File: src/rtl/if_pkg.sv
// ----------------------------------------------------------------------------
// if_pkg -- shared types, constants and helpers for the instruction-fetch stage.
//
// Contents:
//   state_t     : fetch control state {BOOT, RUN, REDIR}
//   PC_STEP     : byte distance between consecutive instructions
//   ALIGN_MASK  : low PC bits forced to zero on a redirect (word alignment)
//   sign_extend : sign-extends a value from a given bit position (up to 64 bits)
// ----------------------------------------------------------------------------
package if_pkg;

  typedef enum logic [1:0] {
    BOOT  = 2'b00,
    RUN   = 2'b01,
    REDIR = 2'b10
  } state_t;

  localparam int unsigned PC_STEP    = 32'd4;
  localparam logic [1:0]  ALIGN_MASK = 2'b11;

  // Replicates bit sign_pos into every bit above it; bits at and below
  // sign_pos pass through. Callers narrow the 64-bit result to their width.
  function automatic logic [63:0] sign_extend(input logic [63:0] value,
                                              input logic [5:0]  sign_pos);
    logic [63:0] upper;
    logic [63:0] result;
    upper = {64{1'b1}} << (7'(sign_pos) + 7'd1);
    if (value[sign_pos]) begin
      result = value | upper;
    end else begin
      result = value & ~upper;
    end
    return result;
  endfunction

endpackage

File: src/rtl/if_skid_buf.sv
// ----------------------------------------------------------------------------
// if_skid_buf -- one-entry holding register for a fetched {instr, pc} pair.
// Catches the word returning from memory while decode is stalled so that it
// is not lost.
//
// Ports:
//   clk, rst_n   : clock, asynchronous active-low reset
//   load         : capture load_instr/load_pc, entry becomes valid
//   drain        : entry consumed, becomes empty (load wins if both set)
//   clear        : invalidate entry (highest priority, used on redirect)
//   load_instr   : instruction word to capture
//   load_pc      : address of that instruction
//   valid        : entry holds a word
//   instr, pc    : stored word and its address
// ----------------------------------------------------------------------------
module if_skid_buf #(
  parameter int INSTR_W = 32,
  parameter int ADDR_W  = 32
) (
  input  logic               clk,
  input  logic               rst_n,
  input  logic               load,
  input  logic               drain,
  input  logic               clear,
  input  logic [INSTR_W-1:0] load_instr,
  input  logic [ADDR_W-1:0]  load_pc,
  output logic               valid,
  output logic [INSTR_W-1:0] instr,
  output logic [ADDR_W-1:0]  pc
);

  logic               valid_r;
  logic [INSTR_W-1:0] instr_r;
  logic [ADDR_W-1:0]  pc_r;

  // Entry storage: clear > load > drain > hold.
  always_ff @(posedge clk or negedge rst_n) begin
    if (!rst_n) begin
      valid_r <= 1'b0;
      instr_r <= {INSTR_W{1'b0}};
      pc_r    <= {ADDR_W{1'b0}};
    end else if (clear) begin
      valid_r <= 1'b0;
      instr_r <= {INSTR_W{1'b0}};
      pc_r    <= {ADDR_W{1'b0}};
    end else if (load) begin
      valid_r <= 1'b1;
      instr_r <= load_instr;
      pc_r    <= load_pc;
    end else if (drain) begin
      valid_r <= 1'b0;
    end else begin
      valid_r <= valid_r;
    end
  end

  assign valid = valid_r;
  assign instr = instr_r;
  assign pc    = pc_r;

endmodule

File: src/rtl/instr_fetch_stage.sv
// ----------------------------------------------------------------------------
// instr_fetch_stage -- instruction-fetch stage of a MIPS-style pipeline.
// Drives a synchronous 1-cycle-latency instruction memory and registers the
// returned word into the IF/ID pipeline register. Supports decode stall (with
// a one-entry skid buffer), and jump/branch redirect with flush.
//
// Optional feature: define FETCH_PERF_EN to add perf_fetch_cnt_o and
// perf_bubble_cnt_o saturating performance counters.
//
// Ports:
//   clk, rst_n          : clock (rising edge), asynchronous active-low reset
//   stall_i             : decode cannot accept; IF/ID holds
//   jump_i/jump_target_i     : jump redirect (wins over branch)
//   branch_i/branch_target_i : taken-branch redirect
//   imem_req_o/imem_addr_o   : memory read strobe and address (= PC)
//   imem_rdata_i        : read data, valid the cycle after the request
//   if_id_valid_o       : IF/ID holds a live instruction
//   if_id_instr_o       : fetched instruction
//   if_id_pc4_o         : instruction address + 4
//   if_id_imm_sext_o    : sign-extended instr[IMM_W-1:0]
//   pc_debug_o          : current PC register
//   perf_fetch_cnt_o    : (FETCH_PERF_EN) valid IF/ID loads
//   perf_bubble_cnt_o   : (FETCH_PERF_EN) unstalled edges leaving IF/ID empty
// ----------------------------------------------------------------------------
module instr_fetch_stage
  import if_pkg::*;
#(
  parameter int                ADDR_W   = 32,
  parameter int                INSTR_W  = 32,
  parameter int                IMM_W    = 16,
  parameter logic [ADDR_W-1:0] RESET_PC = {ADDR_W{1'b0}}
) (
  input  logic               clk,
  input  logic               rst_n,
  input  logic               stall_i,
  input  logic               jump_i,
  input  logic [ADDR_W-1:0]  jump_target_i,
  input  logic               branch_i,
  input  logic [ADDR_W-1:0]  branch_target_i,
  output logic               imem_req_o,
  output logic [ADDR_W-1:0]  imem_addr_o,
  input  logic [INSTR_W-1:0] imem_rdata_i,
  output logic               if_id_valid_o,
  output logic [INSTR_W-1:0] if_id_instr_o,
  output logic [ADDR_W-1:0]  if_id_pc4_o,
  output logic [INSTR_W-1:0] if_id_imm_sext_o,
`ifdef FETCH_PERF_EN
  output logic [31:0]        perf_fetch_cnt_o,
  output logic [31:0]        perf_bubble_cnt_o,
`endif
  output logic [ADDR_W-1:0]  pc_debug_o
);

  // Control state and PC
  state_t             state_r;
  state_t             state_nxt_s;
  logic [ADDR_W-1:0]  pc_r;
  logic [ADDR_W-1:0]  pc_nxt_s;

  // F2 tag: a request issued last cycle whose data is on imem_rdata_i now
  logic               f2_valid_r;
  logic [ADDR_W-1:0]  f2_pc_r;

  // IF/ID pipeline register
  logic               if_id_valid_r;
  logic [INSTR_W-1:0] if_id_instr_r;
  logic [ADDR_W-1:0]  if_id_pc4_r;
  logic [INSTR_W-1:0] if_id_imm_r;

  // Redirect / issue decode
  logic               redirect_s;
  logic [ADDR_W-1:0]  target_raw_s;
  logic [ADDR_W-1:0]  target_s;
  logic               issue_s;

  // IF/ID load path
  logic               ifid_load_s;
  logic               ifid_valid_nxt_s;
  logic [INSTR_W-1:0] ld_instr_s;
  logic [ADDR_W-1:0]  ld_pc_s;
  logic [INSTR_W-1:0] ld_imm_s;

  // Skid buffer controls and contents
  logic               skid_load_s;
  logic               skid_drain_s;
  logic               skid_clear_s;
  logic               skid_valid_s;
  logic [INSTR_W-1:0] skid_instr_s;
  logic [ADDR_W-1:0]  skid_pc_s;

  // Redirect target selection, request issue and next state/PC.
  always_comb begin
    redirect_s = jump_i | branch_i;
    if (jump_i) begin
      target_raw_s = jump_target_i;
    end else begin
      target_raw_s = branch_target_i;
    end
    target_s = target_raw_s & ~ADDR_W'(ALIGN_MASK);

    // REDIR issues at the target regardless of stall; a stall only takes
    // effect once back in RUN.
    issue_s     = 1'b0;
    state_nxt_s = state_r;
    case (state_r)
      BOOT: begin
        issue_s     = 1'b0;
        state_nxt_s = RUN;
      end
      RUN: begin
        issue_s     = ~redirect_s & ~stall_i;
        state_nxt_s = RUN;
      end
      REDIR: begin
        issue_s     = ~redirect_s;
        state_nxt_s = RUN;
      end
      default: begin
        issue_s     = 1'b0;
        state_nxt_s = BOOT;
      end
    endcase
    if (redirect_s) begin
      state_nxt_s = REDIR;
    end else begin
      state_nxt_s = state_nxt_s;
    end

    if (redirect_s) begin
      pc_nxt_s = target_s;
    end else if (issue_s) begin
      pc_nxt_s = pc_r + ADDR_W'(PC_STEP);
    end else begin
      pc_nxt_s = pc_r;
    end
  end

  // IF/ID source selection: skid first (it is older), then F2 data, else bubble.
  always_comb begin
    ifid_load_s      = 1'b0;
    ifid_valid_nxt_s = if_id_valid_r;
    ld_instr_s       = imem_rdata_i;
    ld_pc_s          = f2_pc_r;
    skid_load_s      = 1'b0;
    skid_drain_s     = 1'b0;
    skid_clear_s     = 1'b0;
    if (redirect_s) begin
      // Flush: in-flight F2 data and any skid word are discarded.
      ifid_valid_nxt_s = 1'b0;
      skid_clear_s     = 1'b1;
    end else if (stall_i) begin
      ifid_valid_nxt_s = if_id_valid_r;
      skid_load_s      = f2_valid_r;
    end else if (skid_valid_s) begin
      ifid_load_s      = 1'b1;
      ifid_valid_nxt_s = 1'b1;
      ld_instr_s       = skid_instr_s;
      ld_pc_s          = skid_pc_s;
      skid_drain_s     = 1'b1;
      skid_load_s      = f2_valid_r;
    end else if (f2_valid_r) begin
      ifid_load_s      = 1'b1;
      ifid_valid_nxt_s = 1'b1;
    end else begin
      ifid_valid_nxt_s = 1'b0;
    end
    ld_imm_s = INSTR_W'(sign_extend(64'(ld_instr_s), 6'(IMM_W - 1)));
  end

  if_skid_buf #(
    .INSTR_W (INSTR_W),
    .ADDR_W  (ADDR_W)
  ) u_skid (
    .clk        (clk),
    .rst_n      (rst_n),
    .load       (skid_load_s),
    .drain      (skid_drain_s),
    .clear      (skid_clear_s),
    .load_instr (imem_rdata_i),
    .load_pc    (f2_pc_r),
    .valid      (skid_valid_s),
    .instr      (skid_instr_s),
    .pc         (skid_pc_s)
  );

  // FSM state, PC and F2 tag.
  always_ff @(posedge clk or negedge rst_n) begin
    if (!rst_n) begin
      state_r    <= BOOT;
      pc_r       <= RESET_PC;
      f2_valid_r <= 1'b0;
      f2_pc_r    <= {ADDR_W{1'b0}};
    end else begin
      state_r    <= state_nxt_s;
      pc_r       <= pc_nxt_s;
      f2_valid_r <= issue_s;
      if (issue_s) begin
        f2_pc_r <= pc_r;
      end else begin
        f2_pc_r <= f2_pc_r;
      end
    end
  end

  // IF/ID pipeline register.
  always_ff @(posedge clk or negedge rst_n) begin
    if (!rst_n) begin
      if_id_valid_r <= 1'b0;
      if_id_instr_r <= {INSTR_W{1'b0}};
      if_id_pc4_r   <= {ADDR_W{1'b0}};
      if_id_imm_r   <= {INSTR_W{1'b0}};
    end else begin
      if_id_valid_r <= ifid_valid_nxt_s;
      if (ifid_load_s) begin
        if_id_instr_r <= ld_instr_s;
        if_id_pc4_r   <= ld_pc_s + ADDR_W'(PC_STEP);
        if_id_imm_r   <= ld_imm_s;
      end else begin
        if_id_instr_r <= if_id_instr_r;
      end
    end
  end

`ifdef FETCH_PERF_EN
  logic [31:0] perf_fetch_r;
  logic [31:0] perf_bubble_r;

  // Saturating fetch / bubble counters.
  always_ff @(posedge clk or negedge rst_n) begin
    if (!rst_n) begin
      perf_fetch_r  <= 32'd0;
      perf_bubble_r <= 32'd0;
    end else begin
      if (ifid_load_s && (perf_fetch_r != 32'hFFFF_FFFF)) begin
        perf_fetch_r <= perf_fetch_r + 32'd1;
      end else begin
        perf_fetch_r <= perf_fetch_r;
      end
      if (!stall_i && !ifid_valid_nxt_s && (perf_bubble_r != 32'hFFFF_FFFF)) begin
        perf_bubble_r <= perf_bubble_r + 32'd1;
      end else begin
        perf_bubble_r <= perf_bubble_r;
      end
    end
  end

  assign perf_fetch_cnt_o  = perf_fetch_r;
  assign perf_bubble_cnt_o = perf_bubble_r;
`endif

  // The request strobe must drop in the same cycle stall_i or a redirect
  // arrives, so it is decoded from registered state plus those inputs.
  assign imem_req_o       = issue_s;
  assign imem_addr_o      = pc_r;
  assign if_id_valid_o    = if_id_valid_r;
  assign if_id_instr_o    = if_id_instr_r;
  assign if_id_pc4_o      = if_id_pc4_r;
  assign if_id_imm_sext_o = if_id_imm_r;
  assign pc_debug_o       = pc_r;

endmodule
File: config.mk
export PLATFORM = sky130hd
export DESIGN_NAME = instr_fetch_stage
export DESIGN_NICKNAME = d
export VERILOG_FILES = /design/src/rtl/if_pkg.sv /design/src/rtl/if_skid_buf.sv /design/src/rtl/instr_fetch_stage.sv
export SDC_FILE = /design/constraint.sdc
export NUM_CORES = 1
export LEC_CHECK = 0
export BUFFER_PORTS_ARGS = -buffer_cell sky130_fd_sc_hd__buf_2
export CAP_MARGIN = 10
export CELL_PAD_IN_SITES_DETAIL_PLACEMENT = 0
export CELL_PAD_IN_SITES_GLOBAL_PLACEMENT = 1
export CORE_MARGIN = 4
export CORE_UTILIZATION = 43
export CTS_CLUSTER_SIZE = 24
export DETAILED_ROUTE_END_ITERATION = 6
export HOLD_SLACK_MARGIN = 0.05
export PLACE_DENSITY = 0.91
export SLEW_MARGIN = 20
export SYNTH_ARGS = -nofsm -noshare
export SYNTH_HDL_FRONTEND = slang
export SYNTH_SLANG_ARGS = --single-unit
export TNS_END_PERCENT = 100
File: constraint.sdc
create_clock -name clk -period 8.45 [get_ports clk]
set_clock_uncertainty 0.2 [all_clocks]
set_input_delay 0.4225 -clock clk [delete_from_list [all_inputs] [get_ports clk]]
set_output_delay 0.4225 -clock clk [all_outputs]
set_load 0.01 [all_outputs]
---- Word level (Yosys, flattened, before mapping) ----
Cells that the tools add are included.
storage, ports and cells
  register bits ........................... 229
  word-level logic and storage cells ...... 58
cells by class
  eq/ne operators ......................... 3
  $add $sub $neg .......................... 2
  bitwise gates (word level) .............. 4
  multiplexer cells ....................... 33
  reduce and logical (&&, ||, !) cells .... 5
operators with widths
  operator                                                                 number
  32-bit two-way mux                                                       14
  32-bit by 3-bit adder with 32-bit output, second input constant          2
  1-bit two-way mux                                                        17
  2-bit nonzero test                                                       2
  3-bit nonzero test                                                       1
  3-bit OR reduction                                                       1
  2-bit by 1-bit equality test with 1-bit output, second input constant    1
  2-bit equality test, second input constant                               1
  2-bit zero test                                                          1
  2-bit two-way mux                                                        1
  2-bit by 1-bit inequality test with 1-bit output, second input constant  1
  1-bit inverter                                                           2
  1-bit case mux with 2 select lines                                       1
  1-bit bitwise AND                                                        1
  1-bit OR                                                                 1

---- Logic depth before layout (Yosys ltp) ----
  word-level depth ........................ 6
  mapped depth ............................ 15
  depth with buffers taken out ............ 9

---- By module ----
A second synthesis with hierarchy kept.
second synthesis, totals
  cell total of the unflattened synthesis .. 1175
  area total of the unflattened synthesis .. 10603.9 um2
by module, submodules not included
  module             cells an instance  instances  area each (um2)
  instr_fetch_stage  965                1          7933.9
  if_skid_buf        210                1          2670.1

---- Worst setup path before layout ----
Ideal clock, no wire load.
  path kind ............................... input port to flip-flop
  from .................................... in stall_i
  to ...................................... reg if_id_pc4_r[8] (netlist: if_id_pc4_o[8])
  setup time .............................. 83 ps
  required time ........................... 8167 ps
  buffers on the path ..................... 5
  arrival time ............................ 3238 ps
  path slack .............................. 4929 ps
  stages on the path ...................... 13
  cells stage by stage .................... buf_6 -> nor4b_2 -> buf_2 -> buf_2 -> buf_2 -> buf_2 -> nand2_1 -> nand2_1 -> ha_1 -> inv_1 -> or3b_2 -> xor2_1 -> o21ai_0
on the way
  longest elaborated chain between the ends .. 3
ends and longest elaborated chain
  item                                      line                      source
  from (decl)                               instr_fetch_stage.sv:35   input logic stall_i,
  32-bit two-way mux                        instr_fetch_stage.sv:151  end else if (stall_i) begin
  32-bit two-way mux                        instr_fetch_stage.sv:147  if (redirect_s) begin
  32-bit by 3-bit adder with 32-bit output  instr_fetch_stage.sv:216  if_id_pc4_r <= ld_pc_s + ADDR_W'(PC_STEP);
  to (signal assigned)                      instr_fetch_stage.sv:210  if_id_pc4_r <= {ADDR_W{1'b0}};
  to (signal assigned)                      instr_fetch_stage.sv:216
  to (decl)                                 instr_fetch_stage.sv:67   logic [ADDR_W-1:0] if_id_pc4_r;
Several ways; a longest one is shown, not always the timed one.
A chain may end at the register's enable or synchronous reset.

---- Final worst setup path ----
  from .................................... in jump_i
  to ...................................... reg if_id_pc4_r[8] (netlist: if_id_pc4_o[8])
on the way
  longest elaborated chain between the ends .. 3
ends and longest elaborated chain
  item                                      line                      source
  from (decl)                               instr_fetch_stage.sv:36   input logic jump_i,
  1-bit OR *                                instr_fetch_stage.sv:93   redirect_s = jump_i | branch_i;
  32-bit two-way mux                        instr_fetch_stage.sv:147
  32-bit by 3-bit adder with 32-bit output  instr_fetch_stage.sv:216
Every way passes the cells marked *; elsewhere a longest branch is shown, timed or not.

==> flow_results.xml <==
<?xml version="1.0" encoding="UTF-8"?>
<metrics>
  <group name="run_status">
    <metric name="run_status" unit="">finished, final reports clean</metric>
  </group>
  <group name="clock_network">
    <metric name="post_cts.repair.setup_buffers" unit="">0</metric>
    <metric name="cts-root-to-sink-buffers" unit="">2</metric>
    <metric name="clk_transition_reported_paths" unit="ns">0.08</metric>
    <metric name="cts_made_buffers" unit="">17</metric>
    <metric name="cts-htree-levels" unit="">4</metric>
    <metric name="cts_sinks" unit="">191</metric>
    <metric name="insertion_delay" unit="ns">0.43</metric>
    <metric name="clock_tree.root_cell" unit="">clkbuf_16</metric>
    <metric name="clock_tree_from_tritoncts" unit="">built</metric>
  </group>
  <group name="critical_path">
    <metric name="crit-reg2reg-capture" unit="">if_id_pc4_o[8]</metric>
    <metric name="critical_path.n_buffers_inverters" unit="">4</metric>
    <metric name="ff2ff_path_depth" unit="">10</metric>
    <metric name="largest_fanout_on_the_critical_path" unit="">50</metric>
    <metric name="timing.critical_path.slowest_stage_cell" unit="">buf_4</metric>
    <metric name="ff2ff_setup_slack" unit="ns">4.64</metric>
    <metric name="worstSetupStartpointType" unit="">input port</metric>
    <metric name="timing.critical_path.slowest_cell_delay" unit="ns">0.58</metric>
    <metric name="critical_path_cell_count" unit="">11</metric>
    <metric name="worst_setup_path_end_kind" unit="">flop</metric>
    <metric name="required" unit="ns">8.59</metric>
    <metric name="timing.critical_path.cells" unit="">buf_2 &gt; nor4b_4 &gt; buf_4 &gt; buf_4 &gt; nand2_1 &gt; nand2_1 &gt; ha_1 &gt; inv_1 &gt; or3b_2 &gt; xor2_1 &gt; o21ai_0</metric>
    <metric name="worstPathArrival" unit="ns">4.01</metric>
    <metric name="worst-setup-path-type" unit="">in -&gt; reg</metric>
    <metric name="regToRegStartpoint" unit="">u_skid.valid</metric>
    <metric name="critical_path.top_delay_family" unit="">buffers and inverters</metric>
  </group>
  <group name="cells_and_area">
    <metric name="nFillCells" unit="">2274</metric>
    <metric name="multi_input_comb_area" unit="um^2">4927</metric>
    <metric name="post_route_cells_drive_above_1_share" unit="">0.2486</metric>
    <metric name="finish.net_count" unit="">1520</metric>
    <metric name="seqCellArea" unit="um^2">4780</metric>
    <metric name="insertedDiodeCount" unit="">0</metric>
    <metric name="area_growth" unit="%">19.92</metric>
  </group>
  <group name="detailed_routing">
    <metric name="dr.pass1.iters" unit="">6</metric>
    <metric name="drt_iter0_markers" unit="">837</metric>
    <metric name="routed_via_density" unit="">5.417</metric>
    <metric name="wirelength" unit="um">29990</metric>
    <metric name="via_count" unit="">9441</metric>
    <metric name="post_drt_wl_per_cell" unit="um">17.20</metric>
    <metric name="drc" unit="">0</metric>
    <metric name="route.antenna.remaining_nets" unit="">0</metric>
  </group>
  <group name="synthesis">
    <metric name="post_synth_inst_count" unit="">1216</metric>
    <metric name="share_of_synthesized_registers_carrying_an_async_set_or_reset" unit="">1.000</metric>
    <metric name="synth_enable_flop_cells" unit="">0</metric>
    <metric name="synthFlopType" unit="">dfrtp_1</metric>
    <metric name="syn-cell-area" unit="um^2">10520</metric>
    <metric name="synth-warning-count" unit="">0</metric>
    <metric name="average_instance_area_after_synthesis" unit="um^2">8.650</metric>
    <metric name="synth_cell_types" unit="">71</metric>
    <metric name="synth.ff_latch_count" unit="">191</metric>
    <metric name="ys_seq_area_frac" unit="">0.4544</metric>
  </group>
  <group name="die">
    <metric name="io-pin-count" unit="">263</metric>
    <metric name="fp.dieW" unit="um">164.4</metric>
    <metric name="effective_utilization_at_floorplan" unit="">0.4428</metric>
    <metric name="core_area" unit="um^2">23750</metric>
    <metric name="die-height" unit="um">164.4</metric>
    <metric name="num_rows" unit="">56</metric>
    <metric name="die-area" unit="um^2">27030</metric>
  </group>
  <group name="sta">
    <metric name="final-setup-viol-count" unit="">0</metric>
    <metric name="rsz_0062_raised_after_global_routing" unit="">false</metric>
    <metric name="final.period_utilization" unit="">0.4581</metric>
    <metric name="fin_worst_hold_slack" unit="ns">0.07802</metric>
    <metric name="final_period_minus_worst_setup_slack" unit="ns">3.871</metric>
    <metric name="fin_setup_tns" unit="ns">0</metric>
    <metric name="worst_slew_margin_rel" unit="">0.3630</metric>
    <metric name="worst-slew-pin-transition" unit="ns">0.9555</metric>
    <metric name="finalMaxSlewViolations" unit="">0</metric>
    <metric name="fmax" unit="MHz">258.3</metric>
    <metric name="final-hold-violation-count" unit="">0</metric>
  </group>
  <group name="place">
    <metric name="detailed_place_hpwl" unit="um">20490</metric>
    <metric name="place_congestion" unit="">0.8632</metric>
    <metric name="buffer_ports.inserted" unit="">254</metric>
  </group>
  <group name="global_routing">
    <metric name="grt.overflow.total" unit="">0</metric>
    <metric name="grtUsageTotal" unit="">0.2202</metric>
    <metric name="grt_first_pass_wirelength" unit="um">47920</metric>
    <metric name="maximum_number_of_pins_on_one_net_before_global_route_repair" unit="">78</metric>
    <metric name="antenna_found_initial" unit="">0</metric>
    <metric name="number_of_global_route_vias_before_repair" unit="">8799</metric>
  </group>
  <group name="worst_hold_path">
    <metric name="worstHoldStart" unit="">jump_target_i[21]</metric>
    <metric name="min-delay-path-class" unit="">in -&gt; reg</metric>
    <metric name="min_delay_worst_endpoint" unit="">imem_addr_o[21]</metric>
    <metric name="hold_depth" unit="">3</metric>
  </group>
  <group name="power_and_ir_drop">
    <metric name="vdd_ir_drop_max" unit="mV">0.1078</metric>
    <metric name="total_power" unit="mW">2.830</metric>
    <metric name="power.density_cell_area" unit="nW/um^2">224.3</metric>
    <metric name="p_leak" unit="nW">5.555</metric>
  </group>
  <group name="run">
    <metric name="number_of_maximum_capacitance_violations" unit="">0</metric>
  </group>
</metrics>
-- registers in the layout (all words and copies together), names as in the netlist --
signal	cells
f2_valid_r	1
state_r	2
u_skid.instr	32
u_skid.pc	31
if_id_instr_o	32
f2_pc_r	30
u_skid.valid	1
if_id_pc4_o	31
if_id_valid_o	1
imem_addr_o	30
-- metal layers --
| metal | track usage | up-vias | part of all wire |
|---|---|---|---|
| met1 | 0.3365 | 4483 | 0.47 |
| met4 | 0.06125 | 0 | 0.017 |
| li1 | - | 4579 | - |
| met3 | 0.02920 | 37 | 0.063 |
| met2 | 0.3290 | 342 | 0.45 |
| met5 | 0 | - | 0 |
-- what timing repair did --
| action | CTS | global route |
|---|---|---|
| hold endpoints to repair | 142 | 0 |
| hold buffers | 45 | 0 |
| gates resized for setup | 0 | 0 |
-- placed cells by master (no fill, tap or decap), drive strengths merged, types with 35 or more instances in the layout --
master / synthesis / layout
o21ai: 39 / 39
nand3: 43 / 43
dfrtp: 191 / 191
a21oi: 88 / 88
nand2: 297 / 297
dlygate4sd3: 0 / 45
mux2: 35 / 35
buf: 90 / 268
a31oi: 35 / 35
nor2: 85 / 85
-- cells by family (layout without fill, tap and decap cells) --
family	count (synthesis)	after routing	synth area share
AO/OA/AOI/OAI	243	243	0.1461
XOR/XNOR	29	29	0.02415
adder cells (fa/ha/maj)	6	6	0.007137
buffers and inverters	154	359	0.08160
flip-flops	191	191	0.4544
multiplexers	57	57	0.05840
other	1	4	0.0003565
AND/OR/NAND/NOR	535	535	0.2279
-- layout make-up --
type                    instances  share of cell area
multi-input cells             874              0.3906
flip-flops and latches        191              0.3789
repair buffers                314              0.1461
clock buffers                  17             0.03372
well taps                     319             0.03164
clock inverters                13             0.01458
inverters                      15            0.004463
-- Yosys cell counts (7+ instances only) --
library cell	instances	share of area
nand2_1	297	0.11
buf_2	11	0.0052
inv_1	14	0.0050
clkbuf_1	49	0.017
a31oi_1	35	0.021
nand3_1	43	0.020
xnor2_1	10	0.0083
dfrtp_1	191	0.45
nand4_1	19	0.011
o21ai_0	38	0.018
o31ai_1	7	0.0050
mux2_2	35	0.037
nor3_1	13	0.0062
nor4_1	21	0.012
a21oi_1	88	0.042
mux2i_1	22	0.021
o211ai_1	8	0.0057
buf_1	10	0.0036
nor2_1	85	0.030
xor2_1	19	0.016
buf_4	67	0.048
and3_1	12	0.0071
o221ai_1	8	0.0067
-- worst max-delay path by stage --
stage | start | endpoint | slack [ns]
5_1_grt | jump_i | if_id_pc4_o[8] | 4.32
2_1_floorplan | stall_i | if_id_pc4_o[8] | 4.93
4_1_cts | jump_i | if_id_pc4_o[8] | 4.59
6_report | jump_i | if_id_pc4_o[8] | 4.58
3_3_place_gp | jump_i | if_id_pc4_o[8] | 4.20
3_5_place_dp | jump_i | if_id_pc4_o[8] | 4.16
-- worst reg2reg max path: cells and delay by family (launching register included) --
| kind | cells | cell delay, ns |
|---|---|---|
| AOI/OAI and AO/OA | 1 | 0.16 |
| xor gates and xnor gates | 1 | 0.15 |
| and+or+nand+nor | 4 | 1.01 |
| adders and majority gates | 1 | 0.47 |
| DFF | 1 | 0.46 |
| buffers and inverters | 3 | 1.29 |
-- power breakdown --
group	internal (mW)	switching [mW]	total, mW
Clock	0.472	0.373	0.845
Sequential	1.07	0.186	1.26
Combinational	0.323	0.403	0.726
Total	1.87	0.962	2.83
-- metrics by stage --
stage | cells | cell area [um^2] | setup WS [ns] | util
2_1_floorplan | 1219 | 10530 | 4.929 | -
3_3_place_gp | 1668 | 11550 | 4.204 | 0.4862
3_5_place_dp | 1668 | 11550 | 4.165 | 0.4862
4_1_cts | 1743 | 12610 | 4.586 | 0.5308
5_1_grt | 1743 | 12610 | 4.316 | 0.5311
6_report | 1743 | 12610 | 4.579 | 0.5311
(Power assumes the default switching activity.)
